File: src/rtl/mmio_matmul_accel.sv
// Memory-mapped NxN integer matrix multiplier: A/B/C register files, a single
// MAC engine walking (i, j, k) with k fastest, status/error reporting and an IRQ.
module mmio_matmul_accel #(
  parameter int N    = 4,
  parameter int DW   = 8,
  parameter int ACCW = 32
) (
  input  logic        clk,
  input  logic        rst,
  input  logic        mem_valid,
  input  logic        mem_write,
  input  logic [31:0] mem_addr,
  input  logic [31:0] mem_wdata,
  input  logic [3:0]  mem_wstrb,
  output logic [31:0] mem_rdata,
  output logic        mem_ready,
  output logic        irq
);
  localparam int NN = N * N;
  localparam int AW = $clog2(NN);
  localparam int CW = $clog2(N);

  typedef enum logic [1:0] {S_IDLE, S_RUN, S_FIN} state_t;

  state_t            state_q;
  logic [DW-1:0]     a_q [NN];
  logic [DW-1:0]     b_q [NN];
  logic [ACCW-1:0]   c_q [NN];
  logic [ACCW-1:0]   acc_q, acc_d, prod;
  logic [31:0]       cycles_q, rdata_q, rd_val;
  logic [CW-1:0]     i_q, j_q, k_q;
  logic              irq_en_q, signed_q, sgn_run_q, done_q, err_q, ready_q;
  logic              busy, accept, idx_ok, mapped;
  logic              is_ctrl, is_stat, is_cyc, is_a, is_b, is_c;
  logic [3:0]        region;
  logic [5:0]        widx;
  logic [AW-1:0]     bus_idx, ai, bi, ci;

  // DW x DW product, sign- or zero-extended, wrapped into the accumulator width.
  function automatic logic [ACCW-1:0] mul_ext(input logic [DW-1:0] a, input logic [DW-1:0] b,
                                              input logic sgn);
    logic signed [DW:0]     ea, eb;
    logic signed [2*DW+1:0] p;
    ea = sgn ? $signed({a[DW-1], a}) : $signed({1'b0, a});
    eb = sgn ? $signed({b[DW-1], b}) : $signed({1'b0, b});
    p  = ea * eb;
    return ACCW'(p);
  endfunction

  always_comb begin
    region  = mem_addr[11:8];
    widx    = mem_addr[7:2];
    bus_idx = AW'(widx);
    idx_ok  = {1'b0, widx} < 7'(NN);
    is_ctrl = (region == 4'h0) && (widx == 6'd0);
    is_stat = (region == 4'h0) && (widx == 6'd1);
    is_cyc  = (region == 4'h0) && (widx == 6'd2);
    is_a    = (region == 4'h1) && idx_ok;
    is_b    = (region == 4'h2) && idx_ok;
    is_c    = (region == 4'h3) && idx_ok;
    mapped  = is_ctrl | is_stat | is_cyc | is_a | is_b | is_c;
    busy    = (state_q != S_IDLE);
    accept  = mem_valid && !ready_q;

    rd_val = 32'hDEAD_BEEF;
    if (is_ctrl)      rd_val = {29'b0, signed_q, irq_en_q, 1'b0};
    else if (is_stat) rd_val = {29'b0, err_q, done_q, busy};
    else if (is_cyc)  rd_val = cycles_q;
    else if (is_a)    rd_val = 32'(a_q[bus_idx]);
    else if (is_b)    rd_val = 32'(b_q[bus_idx]);
    else if (is_c)    rd_val = 32'(c_q[bus_idx]);

    ai    = AW'(int'(i_q) * N + int'(k_q));
    bi    = AW'(int'(k_q) * N + int'(j_q));
    ci    = AW'(int'(i_q) * N + int'(j_q));
    prod  = mul_ext(a_q[ai], b_q[bi], sgn_run_q);
    acc_d = ((k_q == '0) ? '0 : acc_q) + prod;
  end

  always_ff @(posedge clk) begin
    if (rst) begin
      state_q   <= S_IDLE;
      for (int n = 0; n < NN; n++) begin
        a_q[n] <= '0;
        b_q[n] <= '0;
        c_q[n] <= '0;
      end
      acc_q     <= '0;
      cycles_q  <= '0;
      rdata_q   <= '0;
      i_q       <= '0;
      j_q       <= '0;
      k_q       <= '0;
      irq_en_q  <= 1'b0;
      signed_q  <= 1'b0;
      sgn_run_q <= 1'b0;
      done_q    <= 1'b0;
      err_q     <= 1'b0;
      ready_q   <= 1'b0;
    end else begin
      ready_q <= accept;
      rdata_q <= (accept && !mem_write) ? rd_val : '0;

      if (accept && !mapped) begin
        err_q <= 1'b1;
      end else if (accept && mem_write && mem_wstrb[0]) begin
        if (is_ctrl) begin
          if (busy && mem_wdata[0]) begin
            err_q <= 1'b1;
          end else begin
            irq_en_q <= mem_wdata[1];
            signed_q <= mem_wdata[2];
            if (mem_wdata[0]) begin
              state_q   <= S_RUN;
              sgn_run_q <= mem_wdata[2];
              done_q    <= 1'b0;
              cycles_q  <= '0;
              i_q       <= '0;
              j_q       <= '0;
              k_q       <= '0;
            end
          end
        end else if (is_stat) begin
          if (mem_wdata[1]) done_q <= 1'b0;
          if (mem_wdata[2]) err_q  <= 1'b0;
        end else if (is_a || is_b) begin
          if (busy)      err_q          <= 1'b1;
          else if (is_a) a_q[bus_idx]   <= mem_wdata[DW-1:0];
          else           b_q[bus_idx]   <= mem_wdata[DW-1:0];
        end
      end

      // Engine: placed after the bus so a DONE set beats a same-cycle W1C.
      case (state_q)
        S_RUN: begin
          acc_q    <= acc_d;
          cycles_q <= cycles_q + 32'd1;
          if (k_q == CW'(N - 1)) begin
            c_q[ci] <= acc_d;
            k_q     <= '0;
            if (j_q == CW'(N - 1)) begin
              j_q <= '0;
              if (i_q == CW'(N - 1)) begin
                i_q     <= '0;
                state_q <= S_FIN;
              end else begin
                i_q <= i_q + 1'b1;
              end
            end else begin
              j_q <= j_q + 1'b1;
            end
          end else begin
            k_q <= k_q + 1'b1;
          end
        end
        S_FIN: begin
          state_q <= S_IDLE;
          done_q  <= 1'b1;
        end
        default: ;
      endcase
    end
  end

  assign mem_ready = ready_q;
  assign mem_rdata = rdata_q;
  assign irq       = irq_en_q & done_q;
endmodule

File: config.mk
export PLATFORM = sky130hd
export DESIGN_NAME = mmio_matmul_accel
export DESIGN_NICKNAME = d
export VERILOG_FILES = /design/src/rtl/mmio_matmul_accel.sv
export SDC_FILE = /design/constraint.sdc
export NUM_CORES = 2
export LEC_CHECK = 0
export ABC_CLOCK_PERIOD_IN_PS = 9800
export CAP_MARGIN = 30
export CORE_ASPECT_RATIO = 0.8
export CORE_MARGIN = 2
export CORE_UTILIZATION = 40
export CTS_CLUSTER_DIAMETER = 100
export DETAILED_ROUTE_END_ITERATION = 10
export SLEW_MARGIN = 0
export SYNTH_ARGS = -nofsm -noshare
export SYNTH_HDL_FRONTEND = slang
export SYNTH_SLANG_ARGS = --single-unit
File: constraint.sdc
create_clock -name clk -period 9.8 [get_ports clk]
set_input_delay 1.47 -clock clk [delete_from_list [all_inputs] [get_ports clk]]
set_output_delay 1.47 -clock clk [all_outputs]
set_load 0.005 [all_outputs]
======== Word-level counts from Yosys, hierarchy flattened ========
Memories as Yosys holds them, arrays and structs flattened.
Index checks and enable logic that the tools add are counted.
cells by class
  add/subtract/negate cells ............... 8
  multiply operators ...................... 1
  magnitude comparators ................... 1
  eq/ne operators ......................... 17
  muxes and demuxes ....................... 97
  bitwise gates (word level) .............. 9
  reductions and logical operators ........ 40
operators with widths
  kind                   count
  $mux 32                12
  $mux 2                 32
  $mux 1                 43
  $add 32x1->32 const B  1
  $add 32x32->32         1
  $reduce_or 32->1       1
  $mul 9x9->18           1
  $mux 9                 2
  $mux 8                 2
  $reduce_or 8->1        2
  $reduce_and 5->1       3
  $add 4x2->4            3
  $logic_and 1x1->1      12
  $mux 4                 3
  $reduce_bool 2->1      6
  $eq 2x2->1 const B     4
  $eq 4x2->1 const B     2
  $reduce_bool 4->1      2
  $add 2x1->2 const B    3
  $eq 6x1->1 const B     1
  $eq 6x2->1 const B     1
  $logic_not 6->1        1
  $lt 6x5->1 const B     1
  $mux 3                 2
  20 further kinds       32
word-level totals
  bits in registers ....................... 110
  bits in writable memories ............... 768
  input bits .............................. 72
  output and inout port bits .............. 34
  word-level logic and storage cells ...... 191
  memories ................................ 3
memories
  name  depth  width  rd ports  clocked after Yosys merged registers in  wr ports  line  RTL
  c_q   16     32     1         0                                        16        28    logic [ACCW-1:0] c_q [NN];
  a_q   16     8      2         0                                        16        26    logic [DW-1:0] a_q [NN];
  b_q   16     8      2         0                                        16        27    logic [DW-1:0] b_q [NN];

======== Logic depth before layout (Yosys ltp) ========
  depth after elaboration ................. 14
  depth in mapped cells ................... 37

======== Least setup slack after synthesis ========
OpenSTA, ideal clock, no wires.
  path type ............................... register to register
  from .................................... reg j_q[0]
  to ...................................... mem c_q[0][29], data pin
  arrival time ............................ 8895 ps
  setup slack ............................. 639 ps
  stages on the path, launching flop included .. 33
  cells stage by stage .................... dfxtp_1 -> clkbuf_1 -> buf_1 -> mux4_2 -> mux4_2 -> and2_1 -> fa_1 -> inv_1 -> fa_1 -> inv_1 -> fa_1 -> fa_1 -> inv_1 -> fa_1 -> inv_1 -> ha_1 -> o21ai_0 -> o211ai_1 -> nand3_1 -> o21ai_1 -> xor2_2 -> buf_4 -> ha_1 -> a21o_1 -> a21o_1 -> a21o_1 -> a211o_1 -> a21oi_2 -> mux2i_1 -> o22ai_1 -> a21oi_2 -> buf_2 -> nor2_1
RTL lines
  what                    line  RTL
  start, declared         31    logic [CW-1:0] i_q, j_q, k_q;
  start signal, assigned  150   j_q <= j_q + 1'b1;
  end, declared           28

==> impl_results.md <==
* Drt wl/cell at 25.74 µm
* H-Tree Depth at 3
* Outcome: completed
* Die footprint at 114700 µm²
* Ant. Diodes at 0
* FFs w/ async S/R, synth at 0%
* Worst-margin pin slew at 0.9978 ns
* Launching point of the worst reg2reg path: j_q[0]$_SDFF_PP0_
* Combinational share of power at 8.0%
* Top cells by count, synth: edfxtp_1 (768), nor2_1 (675), mux4_2 (320), and2_1 (302), clkbuf_1 (193)
* Fillers at 9865
* Initial Utilization at 40.47%
* Drt pass-1 iters at 5
* DRT iter0 DRCs at 3336
* Pint at 6.488 mW
* FF-to-FF End: c_q[15][31]$_SDFFCE_PN0P_
* Nets at 3591
* Crit path capture: c_q[15][31]$_SDFFCE_PN0P_
* Final period util at 94.96%
* Synth area leaders: edfxtp_1 (51%), mux4_2 (16%), nor2_1 (5.7%), dfxtp_1 (4.9%), and2_1 (4.2%)
* Layout cell share with drive strength beyond 1 at 20.24%
* Flops & latches, synth at 878
* Syn nets at 3557
* Storage cell area at 25270 µm²
* Tot Pwr at 8.504 mW
* Largest net degree at the start of global routing at 89
* Residual DRC count at 0
* Cells on worst reg2reg path at 30
* Headroom to the max-slew limit at 33.48%
* Unrepaired setup endpoints after global routing: no
* Post-synth EDFFs at 768
* Flop2flop setup slack at 0.49 ns
* Fmax at 107.5 MHz
* Setup ws final at 0.4939 ns
* Minimum clock period at 9.306 ns
* Peak VDD IR at 0.1484 mV
* Largest stage delay, worst path at 0.72 ns
* Critical path data arrival time at 9.69 ns
* Final Setup Violations at 0
* Critical path's slowest cell: xnor2_2
* Pre-CTS setup slack at 0.6012 ns
* Cell Area, Synth at 44810 µm²
* Clk buf depth at 3
* Die Span Y at 303.4 µm
* Hold-fix buffers, CTS at 0
* TNS Setup at 0 ns
* Die width at 378.2 µm
* Required time worst endpoint at 10.18 ns
* CP Launch Type: register
* Via count at 28292
* Final hold vios at 0
* Core Util, Final at 45.67%
* CP max FO at 37
* Drt via density at 5.714
* Initial antenna violation count at 1
* Num CTS Buffers at 96
* First-pass GRT wire length at 187300 µm
* Largest family of logic cells by synthesized area: multiplexers
* Routed wire length at 127400 µm
* Area Overhead vs Synth at 12.87%
* GP Congestion at 0.8548
* Later-pin clock latency in the skew report at 0.70 ns
* P_sw at 2.016 mW
* Flop pwr share at 49.9%
* Post-synthesis xor/xnor area fraction at 1.254%
* Crit end category: register
* PD cells at 168.1 nW/µm²
* Num ports at 106
* Max-cap violation count at 0
* Total core area at 110700 µm²
* Most frequent cell after synthesis: edfxtp_1
* I/O Buffers at 56
* Antenna viol nets, final at 0
* Simple-gate portion of the synthesized area at 13.87%
* Crit Path Class: reg2reg
* Net Sw Frac at 23.71%
* Yosys top cell by area: edfxtp_1
* CTS tree: yes
* Clk slew on worst S/H paths at 0.06 ns
* Total gr overflow at 0
* Syn Inst Count at 3336
* Sink Count at 878
* Syn avg cell area at 13.43 µm²
* Compound-gate portion of the synthesized area at 3.719%
* Worst hold path class: reg2reg
* Synth Area in Adders at 5.366%
* Leak at 17.42 nW
* Syn. warnings at 0
* Sequential element share of the synthesized area at 56.38%
* Clk_skew at 0.03661 ns
* Yosys top cell area share at 51.46%
* Mux contribution to synthesized area at 16.48%
* Cell Rows at 109
* Vias in the first global route at 27900
* Max Slew Vio Count at 0
* Main synth FF type: edfxtp_1
* Netlist cell types at 69
* GRT Overall Usage at 22.44%
* HPWL Detailed at 78460 µm
* Root buffer cell: clkbuf_16
* Multi-input gate area at 18380 µm²
* CP startpoint: j_q[0]$_SDFF_PP0_
* Clk pwr share at 42.1%
## area by class of cell
cell class | count | share of cell area [%]
clock buffers | 123 | 5.148
clock inverters | 58 | 0.9623
inverters | 102 | 0.7570
multi-input cells | 2117 | 36.33
flip-flops and latches | 878 | 49.96
well taps | 1498 | 3.706
repair buffers | 175 | 3.134
## cell usage in the layout, fill, tap and decap left out, types with 20 or more instances in the layout
cell and instances:
fa_1 72, nand2_1 114, a21oi_1 90, clkdlybuf4s50_1 48, edfxtp_1 768, a21o_1 23, clkinv_2 25, inv_1 99
xnor2_1 37, clkbuf_16 96, or2_2 43, nor3_1 20, buf_4 111, mux4_2 320, o211ai_1 25, dfxtp_1 107
nand3_1 38, nor2_1 675, and2_1 302, ha_1 77, nor2b_1 33
## worst min path at each step
| stage | start | end | slack [ns] | depth (start not counted) |
|---|---|---|---|---|
| 3_5_place_dp | signed_q$_SDFFE_PP0P_ | signed_q$_SDFFE_PP0P_ | 0.45 | 2 |
| 3_3_place_gp | signed_q$_SDFFE_PP0P_ | signed_q$_SDFFE_PP0P_ | 0.45 | 2 |
| 5_1_grt | irq_en_q$_SDFFE_PP0P_ | irq_en_q$_SDFFE_PP0P_ | 0.50 | 2 |
| 2_1_floorplan | signed_q$_SDFFE_PP0P_ | signed_q$_SDFFE_PP0P_ | 0.44 | 2 |
| 6_report | signed_q$_SDFFE_PP0P_ | signed_q$_SDFFE_PP0P_ | 0.47 | 2 |
| 4_1_cts | signed_q$_SDFFE_PP0P_ | signed_q$_SDFFE_PP0P_ | 0.46 | 2 |
## worst max-delay path, delay by kind of cell (launching register included)
family,cells,cell delay (ns)
AO/OA/AOI/OAI,10,1.88
XOR/XNOR,2,0.95
adder cells (fa/ha/maj),7,3.26
buffers and inverters,6,0.57
flip-flops,1,0.34
multiplexers,2,1.22
AND/OR/NAND/NOR,3,0.73
## power groups by stage
| stage | registers (mW) | logic [mW] | clock network (mW) |
|---|---|---|---|
| 5_1_grt | 4.26 | 0.719 | 3.76 |
| 4_1_cts | 4.25 | 0.680 | 3.62 |
| 6_report | 4.24 | 0.679 | 3.58 |
| 3_3_place_gp | 4.32 | 0.674 | 0 |
| 2_1_floorplan | 4.30 | 0.428 | 0 |
| 3_5_place_dp | 4.32 | 0.678 | 0 |
## per-layer routing
metal  GRT usage, %  share of wire (%)
met1          32.97                 43
met2          34.68                 46
met3          3.781                8.6
met4          5.948                2.5
met5              0                  0
## stage by stage
stage	area [µm²]	cells	hold slack, ns
after floorplan	44810	3336	0.4364
after global placement	47420	4768	0.4503
after detailed placement	47470	4770	0.4519
after CTS	50560	4951	0.4641
after global routing	50580	4951	0.5000
final	50580	4951	0.4713
## sequential cells by signal, indices dropped and copies added, names as in the netlist
signal	flops
k_q	2
b_q	128
a_q	128
c_q	512
done_q	1
irq_en_q	1
i_q	2
state_q	2
err_q	1
acc_q	32
mem_rdata	32
mem_ready	1
j_q	2
cycles_q	32
signed_q	1
sgn_run_q	1
## timing repair
item / CTS / global route
hold endpoints to repair: 0 / 0
setup buffers: 0 / 0
endpoints found under the setup margin: 0 / 10
resized for setup: 0 / 2
## logic make-up after synthesis
group | count (synthesis)
xor gates and xnor gates | 59
AOI/OAI and AO/OA | 251
buffers and inverters | 341
adders and majority gates | 149
and+or+nand+nor | 1321
DFF | 878
muxes | 337
Power figures use the tool's default switching activity.
